<file path="src/rtl/texture_load_ctrl.sv">
// Power-up texture download sequencer: bursts SDRAM reads into the bird RAM,
// then into the pipe RAM, and flags completion.
module texture_load_ctrl #(
    parameter int unsigned BIRD_WORDS = 5250,
    parameter int unsigned PIPE_WORDS = 4000,
    parameter logic [23:0] BIRD_BASE  = 24'h000000,
    parameter logic [23:0] PIPE_BASE  = 24'h002000,
    parameter int unsigned BURST_LEN  = 256,
    parameter int unsigned TIMEOUT    = 1024
) (
    input  logic        bird_load_clk,
    input  logic        rst_n,
    input  logic        start,
    output logic        rd_req,
    output logic [23:0] rd_addr,
    output logic [8:0]  rd_len,
    input  logic        rd_ack,
    input  logic        rd_valid,
    input  logic [15:0] rd_data,
    output logic        bird_load_en,
    output logic [12:0] bird_load_addr,
    output logic [15:0] bird_load_data,
    output logic        pipe_load_en,
    output logic [15:0] pipe_load_addr,
    output logic        busy,
    output logic        load_done
);

    localparam int unsigned ADDR_W  = 24;
    localparam int unsigned LEN_W   = 9;
    localparam int unsigned CNT_W   = 16;
    localparam int unsigned BADDR_W = 13;
    localparam int unsigned TO_W    = $clog2(TIMEOUT + 1);

    typedef enum logic [2:0] {IDLE, B_REQ, B_DATA, P_REQ, P_DATA, DONE} state_t;

    state_t              state, state_nxt;
    logic [CNT_W-1:0]    word_cnt, word_nxt;
    logic [LEN_W-1:0]    beat_cnt, beat_nxt;
    logic [TO_W-1:0]     idle_cnt, idle_nxt;
    logic [CNT_W-1:0]    remain;
    logic                enter_req, retry, in_bird, to_bird;
    logic                req_nxt, busy_nxt, done_nxt;
    logic                bird_en_nxt, pipe_en_nxt;
    logic [ADDR_W-1:0]   addr_nxt;
    logic [LEN_W-1:0]    len_nxt;
    logic [BADDR_W-1:0]  bird_addr_nxt;
    logic [CNT_W-1:0]    pipe_addr_nxt;
    logic [15:0]         data_nxt;

    always_ff @(posedge bird_load_clk) begin
        if (!rst_n) begin
            state          <= IDLE;
            word_cnt       <= '0;
            beat_cnt       <= '0;
            idle_cnt       <= '0;
            rd_req         <= 1'b0;
            rd_addr        <= '0;
            rd_len         <= '0;
            bird_load_en   <= 1'b0;
            bird_load_addr <= '0;
            bird_load_data <= '0;
            pipe_load_en   <= 1'b0;
            pipe_load_addr <= '0;
            busy           <= 1'b0;
            load_done      <= 1'b0;
        end else begin
            state          <= state_nxt;
            word_cnt       <= word_nxt;
            beat_cnt       <= beat_nxt;
            idle_cnt       <= idle_nxt;
            rd_req         <= req_nxt;
            rd_addr        <= addr_nxt;
            rd_len         <= len_nxt;
            bird_load_en   <= bird_en_nxt;
            bird_load_addr <= bird_addr_nxt;
            bird_load_data <= data_nxt;
            pipe_load_en   <= pipe_en_nxt;
            pipe_load_addr <= pipe_addr_nxt;
            busy           <= busy_nxt;
            load_done      <= done_nxt;
        end
    end

    always_comb begin
        state_nxt     = state;
        word_nxt      = word_cnt;
        beat_nxt      = beat_cnt;
        idle_nxt      = idle_cnt;
        done_nxt      = load_done;
        addr_nxt      = rd_addr;
        len_nxt       = rd_len;
        bird_en_nxt   = 1'b0;
        pipe_en_nxt   = 1'b0;
        bird_addr_nxt = bird_load_addr;
        pipe_addr_nxt = pipe_load_addr;
        data_nxt      = bird_load_data;
        enter_req     = 1'b0;
        retry         = 1'b0;
        to_bird       = 1'b0;
        remain        = '0;
        in_bird       = (state == B_DATA);

        case (state)
            IDLE, DONE: begin
                if (start) begin
                    word_nxt  = '0;
                    done_nxt  = 1'b0;
                    state_nxt = B_REQ;
                    enter_req = 1'b1;
                end
            end
            B_REQ, P_REQ: begin
                if (rd_ack) begin
                    beat_nxt  = rd_len;
                    idle_nxt  = '0;
                    state_nxt = (state == B_REQ) ? B_DATA : P_DATA;
                end
            end
            B_DATA, P_DATA: begin
                if (rd_valid && beat_cnt != '0) begin
                    if (in_bird) begin
                        bird_en_nxt   = 1'b1;
                        bird_addr_nxt = BADDR_W'(word_cnt);
                    end else begin
                        pipe_en_nxt   = 1'b1;
                        pipe_addr_nxt = word_cnt;
                    end
                    data_nxt = rd_data;
                    word_nxt = word_cnt + CNT_W'(1);
                    beat_nxt = beat_cnt - LEN_W'(1);
                    idle_nxt = '0;
                    if (word_nxt == (in_bird ? CNT_W'(BIRD_WORDS) : CNT_W'(PIPE_WORDS))) begin
                        if (in_bird) begin
                            word_nxt  = '0;
                            state_nxt = P_REQ;
                            enter_req = 1'b1;
                        end else begin
                            state_nxt = DONE;
                            done_nxt  = 1'b1;
                        end
                    end else if (beat_cnt == LEN_W'(1)) begin
                        state_nxt = in_bird ? B_REQ : P_REQ;
                        enter_req = 1'b1;
                    end
                end else if (!rd_valid) begin
                    // Stalled burst: re-request only the beats still outstanding
                    if (idle_cnt == TO_W'(TIMEOUT - 1)) begin
                        state_nxt = in_bird ? B_REQ : P_REQ;
                        enter_req = 1'b1;
                        retry     = 1'b1;
                    end else begin
                        idle_nxt = idle_cnt + TO_W'(1);
                    end
                end
            end
            default: state_nxt = IDLE;
        endcase

        if (enter_req) begin
            to_bird  = (state_nxt == B_REQ);
            addr_nxt = (to_bird ? BIRD_BASE : PIPE_BASE) + ADDR_W'(word_nxt);
            remain   = (to_bird ? CNT_W'(BIRD_WORDS) : CNT_W'(PIPE_WORDS)) - word_nxt;
            if (retry) begin
                len_nxt = beat_cnt;
            end else if (remain > CNT_W'(BURST_LEN)) begin
                len_nxt = LEN_W'(BURST_LEN);
            end else begin
                len_nxt = LEN_W'(remain);
            end
        end

        req_nxt  = (state_nxt == B_REQ) || (state_nxt == P_REQ);
        busy_nxt = (state_nxt != IDLE) && (state_nxt != DONE);
    end

endmodule

</file>
<file path="config.mk">
export PLATFORM = sky130hd
export DESIGN_NAME = texture_load_ctrl
export DESIGN_NICKNAME = d
export VERILOG_FILES = /design/src/rtl/texture_load_ctrl.sv
export SDC_FILE = /design/constraint.sdc
export NUM_CORES = 1
export LEC_CHECK = 0
export CORE_MARGIN = 2
export CORE_UTILIZATION = 33
export CTS_CLUSTER_SIZE = 12
export DETAILED_ROUTE_END_ITERATION = 8
export DONT_BUFFER_PORTS = 1
export PLACE_DENSITY = 0.55
export SLEW_MARGIN = 0
export SYNTH_ARGS = -nofsm -noshare
export SYNTH_HDL_FRONTEND = slang
export SYNTH_SLANG_ARGS = --single-unit
</file>
<file path="constraint.sdc">
create_clock -name bird_load_clk -period 6.83 [get_ports bird_load_clk]
set_clock_uncertainty 0.05 [all_clocks]
set_input_delay 0.683 -clock bird_load_clk [delete_from_list [all_inputs] [get_ports bird_load_clk]]
set_output_delay 0.683 -clock bird_load_clk [all_outputs]
set_load 0.005 [all_outputs]
</file>
==> summary.md, run 1 <==
| Metric | Value |
|---|---|
| Status | `complete, no violations` |
| Area share of fa/ha/maj cells after synthesis | `0.0423` |
| Psw | `0.000550 W` |
| Combinational Power Share | `0.168` |
| Post-synthesis share of cell area spent on and, or, nand and nor gates | `0.266` |
| Number of routed nets with antenna violations | `0` |
| Post-synth EDFFs | `0` |
| Initial antenna violation count | `0` |
| Dpl cell area | `between 6000 and 7000 um2` |
| CP max FO | `8` |
| Xor and xnor area share after synthesis | `0.0374` |
| First-pass GRT wire length | `28300 um` |
| Worst vdd ir | `0.000139 V` |
| Hold buffer count at cts | `0` |
| Cts repair resizes | `0` |
| FMAX | `around 0.16 GHz` |
| Drt wl/cell | `approximately 17 um` |
| Final WL | `between 15000 and 20000 um` |
| Root buffer cell | `clkbuf_16` |
| Worst r2r dst | `rd_len[8]$_SDFFE_PN0P_` |
| FF-to-FF setup slack | `610 ps` |
| P_int | `about 0.0014 W` |
| Mux contribution to synthesized area | `0.0203` |
| Final Wtd Congestion | `a little over 0.9` |
| Share of layout cells above drive strength 1 | `0.112` |
| Final-report setup violation count | `0` |
| Clk buf depth | `2` |
| DRT iter0 DRCs | `around 540` |
| Register bit total from synthesis | `~120` |
| DRT Pass-1 Iters | `5` |
| Die Span X | `roughly 140 um` |
| Port Buffer Count | `0` |
| Unrepaired setup endpoints after global routing | `no` |
| CP required | `approximately 7000 ps` |
| Die footprint | `between 15000 and 20000 um2` |
| Worst-Margin Slew | `1090 ps` |
| Grt ovf | `0` |
| Hold Crit Depth | `2` |
| Final min period | `just over 6000 ps` |
| Most numerous cell in the Yosys netlist | `nand2_1` |
| Number of fill cells | `1899` |
| Buf/Inv on CP | `1` |
| Post-DP HPWL | `roughly 13000 um` |
| Yosys cell types | `74` |
| Synthesized area | `6090 um2` |
| Htree depth | `4` |
| Hold Vio Cnt, Final | `0` |
| Syn Inst Count | `between 700 and 800` |
| Cell taking the most area after synthesis | `dfxtp_1` |
| Total CTS buffers | `17` |
| Post-synthesis compound-gate area fraction | `0.203` |
| Clk Latency, worst-skew pair | `between 400 and 500 ps` |
| Fin Setup TNS | `0 ps` |
| Post-layout net count | `817` |
| Footprint of the multi-input gates | `about 3500 um2` |
| Leakage power | `2.47 nW` |
| Synth-to-layout area growth | `14.3%` |
| PwrDens | `roughly 280 nW/um2` |
| Share of the clock period used by the worst path after layout | `0.911` |
| Storage cell area | `about 2300 um2` |
| Setup crit end kind | `register` |
| Crit Path Class | `reg -> reg` |
| Clock power frac | `0.455` |
| Top cells by area, synth | `dfxtp_1 38%, nand2_1 7.9%, a21oi_1 7.6%` |
| Ports | `between 100 and 150` |
| Design Power | `~0.0019 W` |
| Worst Hold End | `bird_load_data[5]$_SDFFE_PN0P_` |
| Cell family with most CP delay | `compound AO/OA/AOI/OAI gates` |
| Synthesis Warnings | `0` |
| Fin util | `0.386` |
| Number of global-route vias before repair | `just over 5000` |
| Slew headroom | `0.275` |
| CP max stage cell | `dfxtp_1` |
| Core Area | `roughly 18000 um2` |
| Sw Ratio | `0.286` |
| Initial Utilization | `0.338` |
| Setup bufs post-CTS | `0` |
| Worst r2r src | `word_cnt[1]$_SDFF_PN0_` |
| Critical path data arrival time | `6490 ps` |
| Max cap viols | `0` |
| Largest family of logic cells by synthesized area | `simple AND/OR/NAND/NOR gates` |
| CTS Sinks | `between 100 and 150` |
| Min-delay src | `rd_data[5]` |
| Vias | `approximately 5500` |
| Reg power frac | `0.377` |
| Gr usage total | `0.183` |
| Worst-case reg-to-reg path depth | `27` |
| Async S/R FF share, synth | `0` |
| Ant. Diodes | `0` |
| Avg Inst Size Synth | `roughly 8 um2` |
| Worst path max stage delay | `between 400 and 500 ps` |
| Via-to-Cell Ratio | `5.45` |
| Die Y | `approximately 140 um` |
| Post-route DRC | `0` |
| CP Launch Type | `register` |
| Ys flop type | `dfxtp_1` |
| CP most frequent cell | `nand3_1` |
| Post-route cell area | `around 7000 um2` |
| Most frequent cells after synthesis | `128 x nand2_1, 115 x dfxtp_1, 92 x a21oi_1` |
| Num rows | `49` |
| TritonCTS clock tree | `yes` |
| Worst-path clk slew | `about 60 ps` |
| Largest net degree at the start of global routing | `79` |
| Final Max Slew Viols | `0` |
| Synth top area share | `0.378` |
| Hold Slack | `about 350 ps` |
| Sequential share of the synthesized area | `0.378` |
| Hold crit path type | `in -> reg` |
## cells in the final DEF (no fill, tap or decap), types with 14 or more instances in the layout
master / instances
o21ai_0: 29
clkbuf_16: 17
ha_1: 18
a21oi_1: 92
nand3_1: 32
buf_4: 26
nor3_1: 14
xor2_1: 14
a211oi_1: 14
nand2_1: 128
nor2_1: 91
dfxtp_1: 115
inv_1: 15
## cell families after synthesis
family | count (synthesis)
and+or+nand+nor | 343
AOI/OAI and AO/OA | 192
DFF | 115
buffers and inverters | 73
xor gates and xnor gates | 26
adders and majority gates | 20
muxes | 12
other | 1
## metrics by stage
stage | setup WS (ps) | std cells
5_1_grt | 38.6 | 1018
4_1_cts | 201 | 1018
3_3_place_gp | 434 | 986
3_5_place_dp | 248 | 986
2_1_floorplan | 655 | 788
6_report | 611 | 1018
## worst max path at each step
stage          cells after the start                   start                      to  slack (ps)
2_1_floorplan                     29     state[2]$_SDFF_PN0_  rd_len[8]$_SDFFE_PN0P_         650
3_3_place_gp                      27  word_cnt[1]$_SDFF_PN0_  rd_len[8]$_SDFFE_PN0P_         430
3_5_place_dp                      27  word_cnt[1]$_SDFF_PN0_  rd_len[8]$_SDFFE_PN0P_         250
5_1_grt                           27  word_cnt[1]$_SDFF_PN0_  rd_len[8]$_SDFFE_PN0P_          40
4_1_cts                           27  word_cnt[1]$_SDFF_PN0_  rd_len[8]$_SDFFE_PN0P_         200
6_report                          27  word_cnt[1]$_SDFF_PN0_  rd_len[8]$_SDFFE_PN0P_         610
## power by group through the flow
stage               combinational (W)  sequential (W)  clock, W
floorplan                    0.000261        0.000726         0
global placement             0.000319        0.000740         0
detailed placement           0.000316        0.000741         0
CTS                          0.000318        0.000726  0.000892
global route                 0.000360        0.000730  0.000923
finish                       0.000324        0.000725  0.000875
## cell type report
| class | count | area share |
|---|---|---|
| tap | 229 | 0.0412 |
| inverter | 16 | 0.00863 |
| clock inverter | 10 | 0.0153 |
| sequential | 115 | 0.331 |
| timing repair buffer | 26 | 0.0280 |
| clock buffer | 22 | 0.0681 |
| multi-input combinational | 600 | 0.508 |
## sequential cells by signal, indices dropped and copies added, names as in the netlist
name / cells
beat_cnt: 9
bird_load_addr: 13
bird_load_data: 16
bird_load_en: 1
busy: 1
idle_cnt: 11
load_done: 1
pipe_load_addr: 16
pipe_load_en: 1
rd_addr: 17
rd_len: 9
rd_req: 1
state: 3
word_cnt: 16
## metal layers
metal | track usage | part of all wire
met1 | 0.242 | 0.45
met2 | 0.281 | 0.46
met3 | 0.0599 | 0.074
met4 | 0.0626 | 0.017
met5 | 0 | 0
Power figures use the tool's default switching activity.
==> run 2, diff against run 1 <==
--- a/config.mk
+++ b/config.mk
@@ -5,12 +5,11 @@
 export SDC_FILE = /design/constraint.sdc
 export NUM_CORES = 1
 export LEC_CHECK = 0
-export CORE_MARGIN = 2
 export CORE_UTILIZATION = 33
 export CTS_CLUSTER_SIZE = 12
 export DETAILED_ROUTE_END_ITERATION = 8
 export DONT_BUFFER_PORTS = 1
-export PLACE_DENSITY = 0.55
+export PLACE_DENSITY = 0.56
 export SLEW_MARGIN = 0
 export SYNTH_ARGS = -nofsm -noshare
 export SYNTH_HDL_FRONTEND = slang
==> constraint.sdc (replaced) <==
create_clock -name bird_load_clk -period 5.3 [get_ports bird_load_clk]
set_clock_uncertainty 0.05 [all_clocks]
set_input_delay 0.53 -clock bird_load_clk [delete_from_list [all_inputs] [get_ports bird_load_clk]]
set_output_delay 0.53 -clock bird_load_clk [all_outputs]
set_load 0.005 [all_outputs]
==> run 2 against run 1 <==
- the flow now finishes with violations (setup timing)
- global-route usage up 1.3 points
- combinational power up 81%
- sequential share of layout area down 3.4 points
- highest routed layer unchanged
- sequential power up 28%
- critical endpoint unchanged
- die area down 2.8%
- worst hold slack worse by 150 ps
- register-to-register slack worse by 830 ps
- maximum frequency up 13%
==> summary.md, run 2 (same netlist as run 1, synthesis figures left out) <==
| Metric | Value |
|---|---|
| Initial antenna violation count | `0` |
| Post-route cell area | `7840 um2` |
| Post-route DRC | `0` |
| Ant. Diodes | `0` |
| Ports | `around 100` |
| Clk Latency, worst-skew pair | `420 ps` |
| Final-report setup violation count | `9` |
| Footprint of the multi-input gates | `3850 um2` |
| Die Span X | `roughly 140 um` |
| Die footprint | `roughly 19000 um2` |
| Worst setup margin | `-216 ps` |
| Final min period | `about 5500 ps` |
| Initial Utilization | `0.338` |
| Hold Vio Cnt, Final | `0` |
| Slew headroom | `0.308` |
| CP required | `~5600 ps` |
| Number of fill cells | `about 1900` |
| Drt wl/cell | `about 17 um` |
| Number of global-route vias before repair | `around 5200` |
| Max cap viols | `0` |
| Number of routed nets with antenna violations | `0` |
| Post-DP HPWL | `13100 um` |
| Failing checks | `setup timing` |
| Gr usage total | `0.196` |
| Worst vdd ir | `about 0.00021 V` |
| Vias | `around 5700` |
| Clk buf depth | `2` |
| Leakage power | `~2.9 nW` |
| Final Wtd Congestion | `around 0.90` |
| First-pass GRT wire length | `about 28000 um` |
| Setup crit end kind | `register` |
| Critical path data arrival time | `a little under 6000 ps` |
| Largest net degree at the start of global routing | `57` |
| FMAX | `around 0.18 GHz` |
| Most frequent cells in the layout | `127 x nand2_1, 104 x dfxtp_1, 89 x a21oi_1, 89 x buf_4, 88 x nor2_1` |
| Synth-to-layout area growth | `28.7%` |
| CP max FO | `8` |
| Storage cell area | `2330 um2` |
| Final Max Slew Viols | `0` |
| Largest register FFs | `17` |
| Worst-case reg-to-reg path depth | `24` |
| Htree depth | `4` |
| Via-to-Cell Ratio | `approximately 5.3` |
| Hold crit path type | `in -> reg` |
| Status | `finished with violations` |
| Total CTS buffers | `17` |
| CP Launch Type | `register` |
| Hold Crit Depth | `1` |
| Dpl cell area | `6920 um2` |
| Worst-Margin Slew | `roughly 1000 ps` |
| Share of layout cells above drive strength 1 | `0.227` |
| DRT iter0 DRCs | `between 300 and 400` |
| Die Y | `138 um` |
| Worst-path clk slew | `60 ps` |
| CTS Sinks | `about 120` |
| Grt ovf | `0` |
| Num rows | `49` |
| Post-layout net count | `slightly below 900` |
| Core Area | `approximately 18000 um2` |
| Most common cell after layout, fill and taps aside | `nand2_1` |
| Unrepaired setup endpoints after global routing | `yes` |
| Biggest register | `rd_addr` |
| Root buffer cell | `clkbuf_16` |
| Fin util | `0.435` |
| Final WL | `between 15000 and 20000 um` |
| Port Buffer Count | `0` |
| PwrDens | `342 nW/um2` |
| Crit Path Class | `reg -> reg` |
| TritonCTS clock tree | `yes` |
| DRT Pass-1 Iters | `5` |
| Share of the clock period used by the worst path after layout | `1.04` |
| Hold buffer count at cts | `0` |
run 2: cell count changes in the layout (fill, tap and decap cells not counted), sizes merged:
| cell | delta |
|---|---|
| clkinvlp | +2 |
| clkinv | -3 |
| clkbuf | -1 |
| buf | +67 |
| bufinv | +1 |
run 2: critical path, cell delays in order (launching register included):
cell      delay [ps]
dfxtp_2          410
and4_1           240
nand4_1          160
xnor2_2          230
ha_4             240
nor4b_4          280
nand4_1          130
mux2_4           280
or3_4            370
a21oi_4          160
nor3_2            50
a21oi_1          180
o211ai_1         130
nor2b_2          190
nand2b_4         100
buf_12           140
ha_4             260
nand2_2           50
or4_4            430
or2_1            270
a311o_1          370
o31ai_4          190
buf_6            170
nand3_2           90
a32o_1           210
run 2: what timing repair did:
action,in CTS,in global routing
pin swaps,21,22
cloned,0,0
endpoints found under the setup margin,9,9
resized for setup,21,26
setup buffers,7,6
run 2: power by group:
group | switching (W) | total [W] | internal [W]
Combinational | 0.000329 | 0.000585 | 0.000256
Sequential | 0.0000314 | 0.000927 | 0.000896
Clock | 0.000407 | 0.00116 | 0.000757
run 2: final cells by class:
| class | instances | area share |
|---|---|---|
| Multi-Input combinational cell | 600 | 0.491 |
| Sequential cell | 115 | 0.297 |
| Timing Repair Buffer | 93 | 0.0921 |
| Clock buffer | 21 | 0.0587 |
| Tap cell | 229 | 0.0366 |
| Clock inverter | 10 | 0.0169 |
| Inverter | 16 | 0.00798 |
run 2: worst paths after layout:
check,from,end,slack [ps]
hold / removal,rst_n,word_cnt[13]$_SDFF_PN0_,190
setup / recovery,word_cnt[5]$_SDFF_PN0_,rd_len[8]$_SDFFE_PN0P_,-220
setup reg to reg,word_cnt[5]$_SDFF_PN0_,rd_len[8]$_SDFFE_PN0P_,-220
hold reg to reg,pipe_load_addr[8]$_SDFFE_PN0P_,pipe_load_addr[8]$_SDFFE_PN0P_,420
run 2: per-layer routing:
layer | vias up | track usage | routed length [um]
met5 | - | 0 | 0
met4 | 0 | 0.0556 | 244
met3 | 19 | 0.0515 | 1140
met2 | 141 | 0.293 | 8070
met1 | 2714 | 0.274 | 8790
li1 | 2871 | - | -
run 2: stage by stage:
step           TNS (ps)  setup slack [ps]  std cells  hold slack, ps  total power (W)
3_5_place_dp      -3280              -440       1040             415          0.00147
5_1_grt           -3920              -495       1084             178          0.00280
2_1_floorplan      -628              -155        788             398          0.00132
4_1_cts           -1020              -175       1078             170          0.00269
6_report          -1400              -216       1084             193          0.00268
3_3_place_gp      -1750              -284       1040             411          0.00147
==> run 3, diff against run 2 <==
--- a/config.mk
+++ b/config.mk
@@ -6,6 +6,7 @@
 export NUM_CORES = 1
 export LEC_CHECK = 0
 export CORE_UTILIZATION = 33
+export CTS_BUF_LIST = sky130_fd_sc_hd__clkbuf_8
 export CTS_CLUSTER_SIZE = 12
 export DETAILED_ROUTE_END_ITERATION = 8
 export DONT_BUFFER_PORTS = 1
==> run 3 against run 2 <==
- the flow still finishes with violations (setup timing)
- power is 12% lower
- cell area is 2.4% lower
- register-to-register slack about the same
- via count fell by 1.2%
- first-iteration DRC count is 0.84% higher
- worst hold slack worse by 32 ps
- wire length grew 0.67%
- final cell count stayed put
- combinational power is essentially flat
- critical path depth is the same
- critical endpoint unchanged
- highest routed layer unchanged
==> summary.md, run 3 (same netlist as run 1, synthesis figures left out) <==
| Metric | Value |
|---|---|
| Hold crit path type | `in -> reg` |
| Initial antenna violation count | `0` |
| Port Buffer Count | `0` |
| DRT iter0 DRCs | `between 300 and 400` |
| Fin util | `0.424` |
| Ports | `roughly 100` |
| Final Max Slew Viols | `0` |
| Post-DP HPWL | `13100 um` |
| Drt wl/cell | `16.9 um` |
| Root buffer cell | `clkbuf_8` |
| Failing checks | `setup timing` |
| Status | `finished with violations` |
| Final-report setup violation count | `9` |
| Hold Crit Depth | `1` |
| Share of layout cells above drive strength 1 | `0.227` |
| Final non-filler cell total | `between 1000 and 1500` |
| Vias | `between 5000 and 6000` |
| Hold buffer count at cts | `0` |
| Clk Latency, worst-skew pair | `approximately 440 ps` |
| Slew headroom | `0.303` |
| Clk buf depth | `2` |
| Min-delay src | `rst_n` |
| Post-layout net count | `884` |
| Die footprint | `around 19000 um2` |
| Unrepaired setup endpoints after global routing | `yes` |
| Synth-to-layout area growth | `25.6%` |
| Die Y | `~140 um` |
| DRT Pass-1 Iters | `5` |
| Worst r2r dst | `rd_len[8]$_SDFFE_PN0P_` |
| Htree depth | `4` |
| FMAX | `0.182 GHz` |
| Gr usage total | `0.196` |
| Die Span X | `~140 um` |
| Initial Utilization | `0.338` |
| CP max FO | `8` |
| Final min period | `between 5000 and 6000 ps` |
| Most common cell after layout, fill and taps aside | `nand2_1` |
| Post-route DRC | `0` |
| Worst setup margin | `-204 ps` |
| Number of global-route vias before repair | `approximately 5200` |
| Core Area | `about 18000 um2` |
| Setup crit end kind | `register` |
| PwrDens | `a little over 300 nW/um2` |
| Total CTS buffers | `17` |
| Ant. Diodes | `0` |
| Final WL | `about 18000 um` |
| Design Power | `around 0.0024 W` |
| Via-to-Cell Ratio | `about 5.2` |
| Worst r2r src | `word_cnt[5]$_SDFF_PN0_` |
| FF-to-FF setup slack | `-200 ps` |
| Crit Path Class | `reg -> reg` |
| Max cap viols | `0` |
| Leakage power | `between 2 and 3 nW` |
| CP Launch Type | `register` |
| Hold Vio Cnt, Final | `0` |
| Final Wtd Congestion | `approximately 0.90` |
| Grt ovf | `0` |
| TritonCTS clock tree | `yes` |
| Largest register FFs | `17` |
| Worst-path clk slew | `around 80 ps` |
| Most frequent cells in the layout | `127 x nand2_1, 104 x dfxtp_1, 89 x a21oi_1, 89 x buf_4, 88 x nor2_1` |
| CTS Sinks | `115` |
| Worst Hold End | `word_cnt[13]$_SDFF_PN0_` |
| Storage cell area | `around 2300 um2` |
| Critical path data arrival time | `a little under 6000 ps` |
| Number of fill cells | `1889` |
| Number of routed nets with antenna violations | `0` |
| First-pass GRT wire length | `roughly 28000 um` |
| Share of the clock period used by the worst path after layout | `1.04` |
| CP required | `5570 ps` |
| Num rows | `49` |
| Worst vdd ir | `between 0.00015 and 0.0002 V` |
| Largest net degree at the start of global routing | `57` |
| Footprint of the multi-input gates | `~3800 um2` |
| Worst-Margin Slew | `approximately 1000 ps` |
| Placed cells | `approximately 1000` |
| Biggest register | `rd_addr` |
| Worst-case reg-to-reg path depth | `24` |
==> run 3: changes by cell type in the layout (fill, tap and decap cells not counted), sizes merged <==
cell    before  now
inv         16   18
clkbuf      21   19
==> run 3: layout make-up <==
type	instances	share of cell area
clock buffers	19	0.0342
repair buffers	93	0.0944
inverters	16	0.00818
well taps	229	0.0375
flip-flops and latches	115	0.304
clock inverters	12	0.0183
multi-input cells	600	0.503
==> run 3: repair_timing <==
item	4_1_cts	5_1_grt
gates cloned	0	0
endpoints found under the setup margin	9	9
buffers inserted	7	6
gates resized for setup	21	26
pin swaps	21	21
==> run 3: how the worst max path moves through the flow <==
stage / endpoint / slack (ps) / depth (start not counted) / start
floorplan: rd_len[8]$_SDFFE_PN0P_ / -150 / 25 / state[2]$_SDFF_PN0_
global placement: rd_len[3]$_SDFFE_PN0P_ / -280 / 23 / word_cnt[0]$_SDFF_PN0_
detailed placement: rd_len[8]$_SDFFE_PN0P_ / -440 / 27 / word_cnt[0]$_SDFF_PN0_
CTS: rd_len[8]$_SDFFE_PN0P_ / -180 / 28 / word_cnt[0]$_SDFF_PN0_
global route: rd_len[8]$_SDFFE_PN0P_ / -480 / 24 / word_cnt[3]$_SDFF_PN0_
finish: rd_len[8]$_SDFFE_PN0P_ / -200 / 24 / word_cnt[5]$_SDFF_PN0_
==> run 3: routing by layer <==
layer,share of wire,vias up,GRT usage
li1,-,2865,-
met1,0.49,2641,0.273
met2,0.44,150,0.293
met3,0.060,19,0.0515
met4,0.014,0,0.0592
met5,0,-,0
==> run 3: per-stage QoR <==
step	setup TNS (ps)	hold slack, ps	cell area, um2	worst slack [ps]
after CTS	-1060	131	7470	-180
after floorplan	-628	398	6320	-155
after global placement	-1750	411	6920	-284
after global routing	-3710	133	7650	-476
after detailed placement	-3280	415	6920	-440
final	-1390	160	7650	-204
==> run 3: critical path, stage by stage (launching register included) <==
cell and delay [ps]:
dfxtp_2 420, and4_1 250, nand4_1 160, xnor2_2 230, ha_4 240, nor4b_4 290
nand4_1 130, mux2_4 280, or3_4 370, a21oi_4 140, nor3_2 60, a21oi_1 180
o211ai_1 130, nor2b_2 200, nand2b_4 100, buf_12 140, ha_4 260, nand2_2 50
or4_4 430, or2_1 260, a311o_1 360, o31ai_4 190, buf_6 170, nand3_2 90
a32o_1 210
==> run 3: power breakdown <==
group / switching [W] / internal (W)
registers: 0.0000314 / 0.000894
clock network: 0.000371 / 0.000480
logic: 0.000330 / 0.000256
total: 0.000733 / 0.00163
